$ cat src/rtl/sdft_comb.sv
// Sliding-DFT comb stage: y[n] = x[n] - x[n-N] over an N-deep ring buffer.
// Two-stage pipeline (RAM read + delayed sample, then subtract), one sample per cycle.
module sdft_comb #(
    parameter  int DW = 16,
    parameter  int N  = 256,
    localparam int AW = (N > 1) ? $clog2(N) : 1
) (
    input  logic                 clk_i,
    input  logic                 srst_i,
    input  logic                 flush_i,
    input  logic signed [DW-1:0] sample_i,
    input  logic                 sample_valid_i,
    output logic signed [DW:0]   comb_o,
    output logic                 comb_valid_o,
    output logic                 primed_o
);

    localparam int STAGES = 2;

    typedef enum logic {FILL = 1'b0, RUN = 1'b1} state_t;

    state_t               state_q, state_d;
    logic [AW-1:0]        wr_ptr;
    logic [STAGES:1]      vld_pipe;
    logic signed [DW-1:0] mem [N];
    logic signed [DW-1:0] rd_q;
    logic signed [DW-1:0] smp_q;
    logic                 old_zero_q;
    logic                 old_zero;
    logic                 accept;
    logic                 last_fill;
    logic signed [DW:0]   diff;

    // A flush discards a coincident sample.
    assign accept = sample_valid_i && !flush_i;

    // While filling, wr_ptr equals the number of samples taken since the window
    // restarted, so it doubles as the fill count: the N-th sample lands at N-1.
    assign last_fill = (wr_ptr == AW'(N - 1));

    // State register and write pointer; flush restarts the window.
    always_ff @(posedge clk_i) begin
        if (srst_i) begin
            state_q <= FILL;
            wr_ptr  <= '0;
        end else begin
            state_q <= state_d;
            if (flush_i)
                wr_ptr <= '0;
            else if (accept)
                wr_ptr <= last_fill ? '0 : wr_ptr + 1'b1;
        end
    end

    // Next state: FILL until the N-th accepted sample, flush returns to FILL.
    always_comb begin
        state_d = state_q;
        if (flush_i)
            state_d = FILL;
        else if (accept && (state_q == FILL) && last_fill)
            state_d = RUN;
    end

    // State decode: RAM contents are meaningless until a full window is written.
    always_comb begin
        old_zero = (state_q == FILL);
        primed_o = (state_q == RUN);
    end

    // Ring buffer, read-before-write on the shared address; contents never reset.
    always_ff @(posedge clk_i) begin
        if (accept && !srst_i) begin
            rd_q         <= mem[wr_ptr];
            mem[wr_ptr]  <= sample_i;
        end
    end

    // One extra bit of headroom makes the difference exact over the full input range.
    assign diff = {smp_q[DW-1], smp_q} - (old_zero_q ? '0 : {rd_q[DW-1], rd_q});

    // Stage-1 sample/flag, stage-2 subtract, valid shift; flush kills in-flight samples.
    always_ff @(posedge clk_i) begin
        if (srst_i) begin
            vld_pipe   <= '0;
            smp_q      <= '0;
            old_zero_q <= 1'b1;
            comb_o     <= '0;
        end else begin
            vld_pipe[1] <= accept;
            vld_pipe[2] <= vld_pipe[1] && !flush_i;
            if (accept) begin
                smp_q      <= sample_i;
                old_zero_q <= old_zero;
            end
            if (vld_pipe[1] && !flush_i)
                comb_o <= diff;
        end
    end

    assign comb_valid_o = vld_pipe[STAGES];

endmodule
$ cat config.mk
export PLATFORM = sky130hd
export DESIGN_NAME = sdft_comb
export DESIGN_NICKNAME = d
export VERILOG_FILES = /design/src/rtl/sdft_comb.sv
export SDC_FILE = /design/constraint.sdc
export NUM_CORES = 2
export LEC_CHECK = 0
export ABC_AREA = 0
export BUFFER_PORTS_ARGS = -buffer_cell sky130_fd_sc_hd__clkbuf_2
export CAP_MARGIN = 40
export CORE_MARGIN = 2
export CORE_UTILIZATION = 40
export CTS_CLUSTER_DIAMETER = 30
export DETAILED_ROUTE_END_ITERATION = 12
export PLACE_DENSITY = 0.52
export SLEW_MARGIN = 30
export SYNTH_ARGS = -nofsm -noshare
export SYNTH_HDL_FRONTEND = slang
export SYNTH_SLANG_ARGS = --single-unit
$ cat constraint.sdc
create_clock -name clk_i -period 3.7 [get_ports clk_i]
set_input_delay 0.74 -clock clk_i [delete_from_list [all_inputs] [get_ports clk_i]]
set_output_delay 0.74 -clock clk_i [all_outputs]
set_load 0.005 [all_outputs]
; Word level (Yosys, flattened, before mapping)
; Memories as Yosys holds them, arrays and structs flattened. A register that Yosys moved wholly into a read port is not among the register bits.
; Cells that the tools add are included.
[word_totals]
reg_bits = 45
ramBits = 4096
in_bits = 20
output_inout_bits = 19
word_cells = 23
mem_count = 1
[op_classes]
add_sub_neg = 2
n_eq_ne = 1
muxes = 4
bitwise_logic = 1
n_reduce_logical = 8
[mem_list]
columns = memory, depth, width, rd, rd_ports_with_merged_regs, write_ports, line_no
row1 = mem, 256, 16, 1, 1, 1, 25  ; logic signed [DW-1:0] mem [N];
[ops]
columns = op, count
row1 = 17-bit 2-to-1 mux, 1
row2 = 17-bit subtractor, 1
row3 = "8-bit by 1-bit adder with 8-bit output, second input constant", 1
row4 = "8-bit equality test, second input constant", 1
row5 = 8-bit 2-to-1 mux, 1
row6 = 1-bit logical AND, 5
row7 = 1-bit logical NOT, 2
row8 = 1-bit 2-to-1 mux, 2
row9 = 2-bit OR reduction, 1
row10 = 1-bit NOT, 1

; Longest topological paths before layout
[depth]
ltp_word = 5
depth_mapped = 12
mapped_depth_nobuf = 11

; Least setup slack after synthesis
; OpenSTA, ideal clock, no wires.
[synth_path]
path_type = reg2reg
start = reg wr_ptr[3]
end = mem mem[111][0], enable pin
setup_ns = 0.388
arrival_time_ns = 2.836
required_ns = 3.312
slack_ns = 0.476
stages_incl_launch_ff = 10
path_buffers = 6
synth_period_minus_slack_ns = 3.224
cell_sequence = dfxtp_1 buf_2 and2_1 buf_2 clkbuf_1 clkbuf_1 buf_1 nand3_1 clkbuf_1 nor2_1
[synth_rtl]
columns = item, line_no
row1 = start: declaration, 23  ; logic [AW-1:0] wr_ptr;
row2 = start signal: assignment, 51  ; wr_ptr <= last_fill ? '0 : wr_ptr + 1'b1;
row3 = end: declaration, 25
; Straight into the memory's write port.

==> impl_metrics.csv <==
group,metric,value,unit
status,status,"finished clean",
power_and_ir_drop,swShare,21.18,%
power_and_ir_drop,p_sw,27.98,mW
critical_path,worstPathMaxFanout,12,
cts,cts_inserted_buffers,839,
yosys,synth_cell_types,61,
critical_path,timing.reg2reg.setup_slack,0.07,ns
hold_path,hold_end,"mem[41][13]$_DFFE_PP_",
critical_path,crit_type,"flip-flop to flip-flop",
timing,tightestPinTransition,1.167,ns
drt,dr_wl_met2,219.6,mm
grt,grt_first_pass_wirelength,646.4,mm
timing,fmax,0.2751,GHz
yosys,synth_area_leaders,"edfxtp_1 78%, mux4_2 16%, nor2_1 0.72%",
drt,wl,460.5,mm
cts,cts.sinks,4157,
timing,finalClockSkew,0.08464,ns
critical_path,reg2reg_to,"rd_q[5]$_DFFE_PP_",
placed_design,post-dp-hpwl,274.5,mm
placed_design,portBuffers,38,
power_and_ir_drop,pwr-share-clk,58.5,%
yosys,ys_ff_latch,4157,
power_and_ir_drop,p_int,104.1,mW
hold_path,whs_path_depth,1,
yosys,synth.most_common_cell,"edfxtp_1",
drt,ant_nets,0,
grt,grt_usage,22.58,%
yosys,ys.flop_type,"edfxtp_1",
die,dieArea,403000,um2
die,rows,231,
critical_path,endpoint_kind,"flip-flop",
yosys,synth_edf_count,4112,
timing,finalSetupViolCount,0,
critical_path,r2r_start,"wr_ptr[0]$_SDFFE_PP0P_",
die,ios,39,
hold_path,min_path_type,"primary input to flip-flop",
cells_and_area,drive_gt1_share,40.86,%
placed_design,finalWeightedCongestion,0.8498,
critical_path,crit_required,4.49,ns
drt,wl_met1,194.5,mm
cells_and_area,final_area,202600,um2
drt,drt-wirelength-per-cell,32.53,um
grt,overflow,0,
drt,routed-wl-met3,32.99,mm
power_and_ir_drop,pwr-share-comb,2.2,%
drt,drc,0,
placed_design,place_area,172500,um2
grt,antenna_found_initial,13,
grt,grt_max_degree,145,
cts,cts_tree,"built",
die,dieHeight,634.8,um
power_and_ir_drop,p_seq_share,39.3,%
die,initial_core_util,40.20,%
critical_path,cp.arrival,4.42,ns
critical_path,r2r_cells,10,
timing,rsz0062_at_grt,"yes",
timing,min_period,3.635,ns
timing,hold_violations,0,
yosys,syn_area,159200,um2
cells_and_area,fin_util,51.16,%
timing,maxSlewHeadroom,22.17,%
timing,fin_crit_sh,98.24,%
cts,root_buffer,"clkbuf_16",
timing,slew_viol_final,0,
yosys,synthCells,6876,
drt,highest_layer,"met5",
flow_run,max-cap-violations,0,
cts,htree_levels,6,
cts,clkSlewWorstSetupHoldPaths,0.05,ns
drt,vias,80550,
drt,drtIter0Drc,9323,
hold_path,worstHoldStart,"sample_i[13]",
yosys,synth_common_cells,"4112 x edfxtp_1, 1139 x mux4_2, 307 x nor2_1",
drt,vias_per_cell,5.690,
power_and_ir_drop,powerDensity,652.2,nW/um2
cts,hold_buffers,0,
yosys,ys_seq_area_share,78.14,%
yosys,syn-num-nets,6917,
yosys,syn_avg_cell_area,23.15,um2
cts,clk_latency,1.08,ns
cells_and_area,nets,8217,
power_and_ir_drop,ir_drop,0.5300,mV
critical_path,crit_start,"wr_ptr[0]$_SDFFE_PP0P_",
yosys,synthArstFlopShare,0,%
grt,grt_pass1_vias,82920,
yosys,yosys.area.top_type_share,77.57,%
drt,drt-pass1-iter-count,7,
power_and_ir_drop,leakagePower,64.53,nW
critical_path,critPathLaunchType,"flip-flop",
cells_and_area,syn_to_final_growth,27.26,%
cts,clock_path_buffers,4,
yosys,yosysTopAreaCell,"edfxtp_1",
die,core-area,396000,um2
die,die_w,634.8,um
yosys,yosys_warnings,0,
==> sequential cells by signal, indices dropped and copies added (netlist names) <==
signal      count
comb_o         17
mem          4096
old_zero_q      1
primed_o        1
rd_q           16
smp_q          16
vld_pipe        2
wr_ptr          8
==> critical path, stage by stage (launching register included) <==
cell and delay (ns):
dfxtp_4 0.35, buf_4 0.15, buf_12 0.19, buf_12 0.20, buf_12 0.17, mux4_2 0.50, mux4_2 0.53, a22oi_1 0.33
buf_4 0.20, nand4_1 0.22, or4_1 0.46
==> cell type report <==
class                           count  area [um2]
Multi-Input combinational cell   2305       33370
Antenna cell                        4       10.01
Timing Repair Buffer              860        8537
Sequential cell                  4157      124400
Clock buffer                      928       21390
Inverter                           13       48.80
Fill cell                       31010      193400
Tap cell                         5242        6559
Clock inverter                    648        8250
==> routing by layer <==
metal	global-route usage, %	vias to the layer above
met1	32.00	44060
met3	4.016	690
met4	6.962	4
met5	0	-
li1	-	32490
met2	35.78	3302
==> stage by stage <==
step | power (mW) | setup slack (ns) | hold slack [ns] | setup TNS [ns] | std cells
3_3_place_gp | 55.60 | -0.7091 | 0.4456 | -5.768 | 12560
5_1_grt | 135.6 | 0.007977 | 0.04447 | 0 | 14150
4_1_cts | 133.0 | 0.01658 | 0.005229 | 0 | 14150
6_report | 132.1 | 0.06515 | 0.06701 | 0 | 14160
3_5_place_dp | 55.68 | -0.6622 | 0.4529 | -6.417 | 12570
2_1_floorplan | 54.10 | 0.4755 | 0.4363 | 0 | 6876
==> logic make-up after synthesis <==
| family | after synthesis | synth area share (%) |
|---|---|---|
| AO/OA/AOI/OAI | 465 | 2.101 |
| XOR/XNOR | 14 | 0.07703 |
| adder cells (fa/ha/maj) | 21 | 0.1698 |
| buffers and inverters | 414 | 1.334 |
| flip-flops | 4157 | 78.14 |
| multiplexers | 1202 | 16.51 |
| AND/OR/NAND/NOR | 603 | 1.666 |
==> what timing repair did <==
action | in CTS | in global routing
buffers inserted | 3 | 0
cloned | 0 | 2
gates resized for setup | 19 | 14
pin swaps | 1 | 2
setup endpoints to repair | 11 | 8
==> power groups by stage <==
stage | combinational, mW | sequential (mW) | clock, mW
2_1_floorplan | 1.33 | 52.8 | 0
3_3_place_gp | 2.83 | 52.8 | 0
3_5_place_dp | 2.91 | 52.8 | 0
4_1_cts | 2.93 | 51.9 | 78.2
5_1_grt | 3.11 | 51.8 | 80.6
6_report | 2.92 | 51.9 | 77.3
==> how the worst max path moves through the flow <==
stage	to	slack, ns	cells past startpoint
3_3_place_gp	rd_q[10]$_DFFE_PP_	-0.71	10
4_1_cts	rd_q[6]$_DFFE_PP_	0.02	11
6_report	rd_q[5]$_DFFE_PP_	0.07	10
3_5_place_dp	rd_q[2]$_DFFE_PP_	-0.66	10
5_1_grt	rd_q[6]$_DFFE_PP_	0.008	12
2_1_floorplan	mem[111][0]$_DFFE_PP_	0.48	9
==> cells in the final DEF (no fill, tap or decap), types with 27 or more instances in the layout <==
cell        instances
a22o_1             61
buf_4             663
clkinv_2          126
nand3_1            27
nor3_1             32
buf_12            142
clkinv_16          33
clkbuf_16         843
bufinv_16         130
nand2_1            98
nor2_1            121
clkinv_4           68
clkinvlp_4        109
a21oi_1           100
clkinv_1           99
nand2b_1           29
mux4_2           1139
dfxtp_1            40
edfxtp_1         4112
clkbuf_1           85
mux2i_1            61
inv_6              58
o22ai_1            45
nor2_2            185
a221oi_1           49
a22oi_1           123
(Power assumes the default switching activity.)
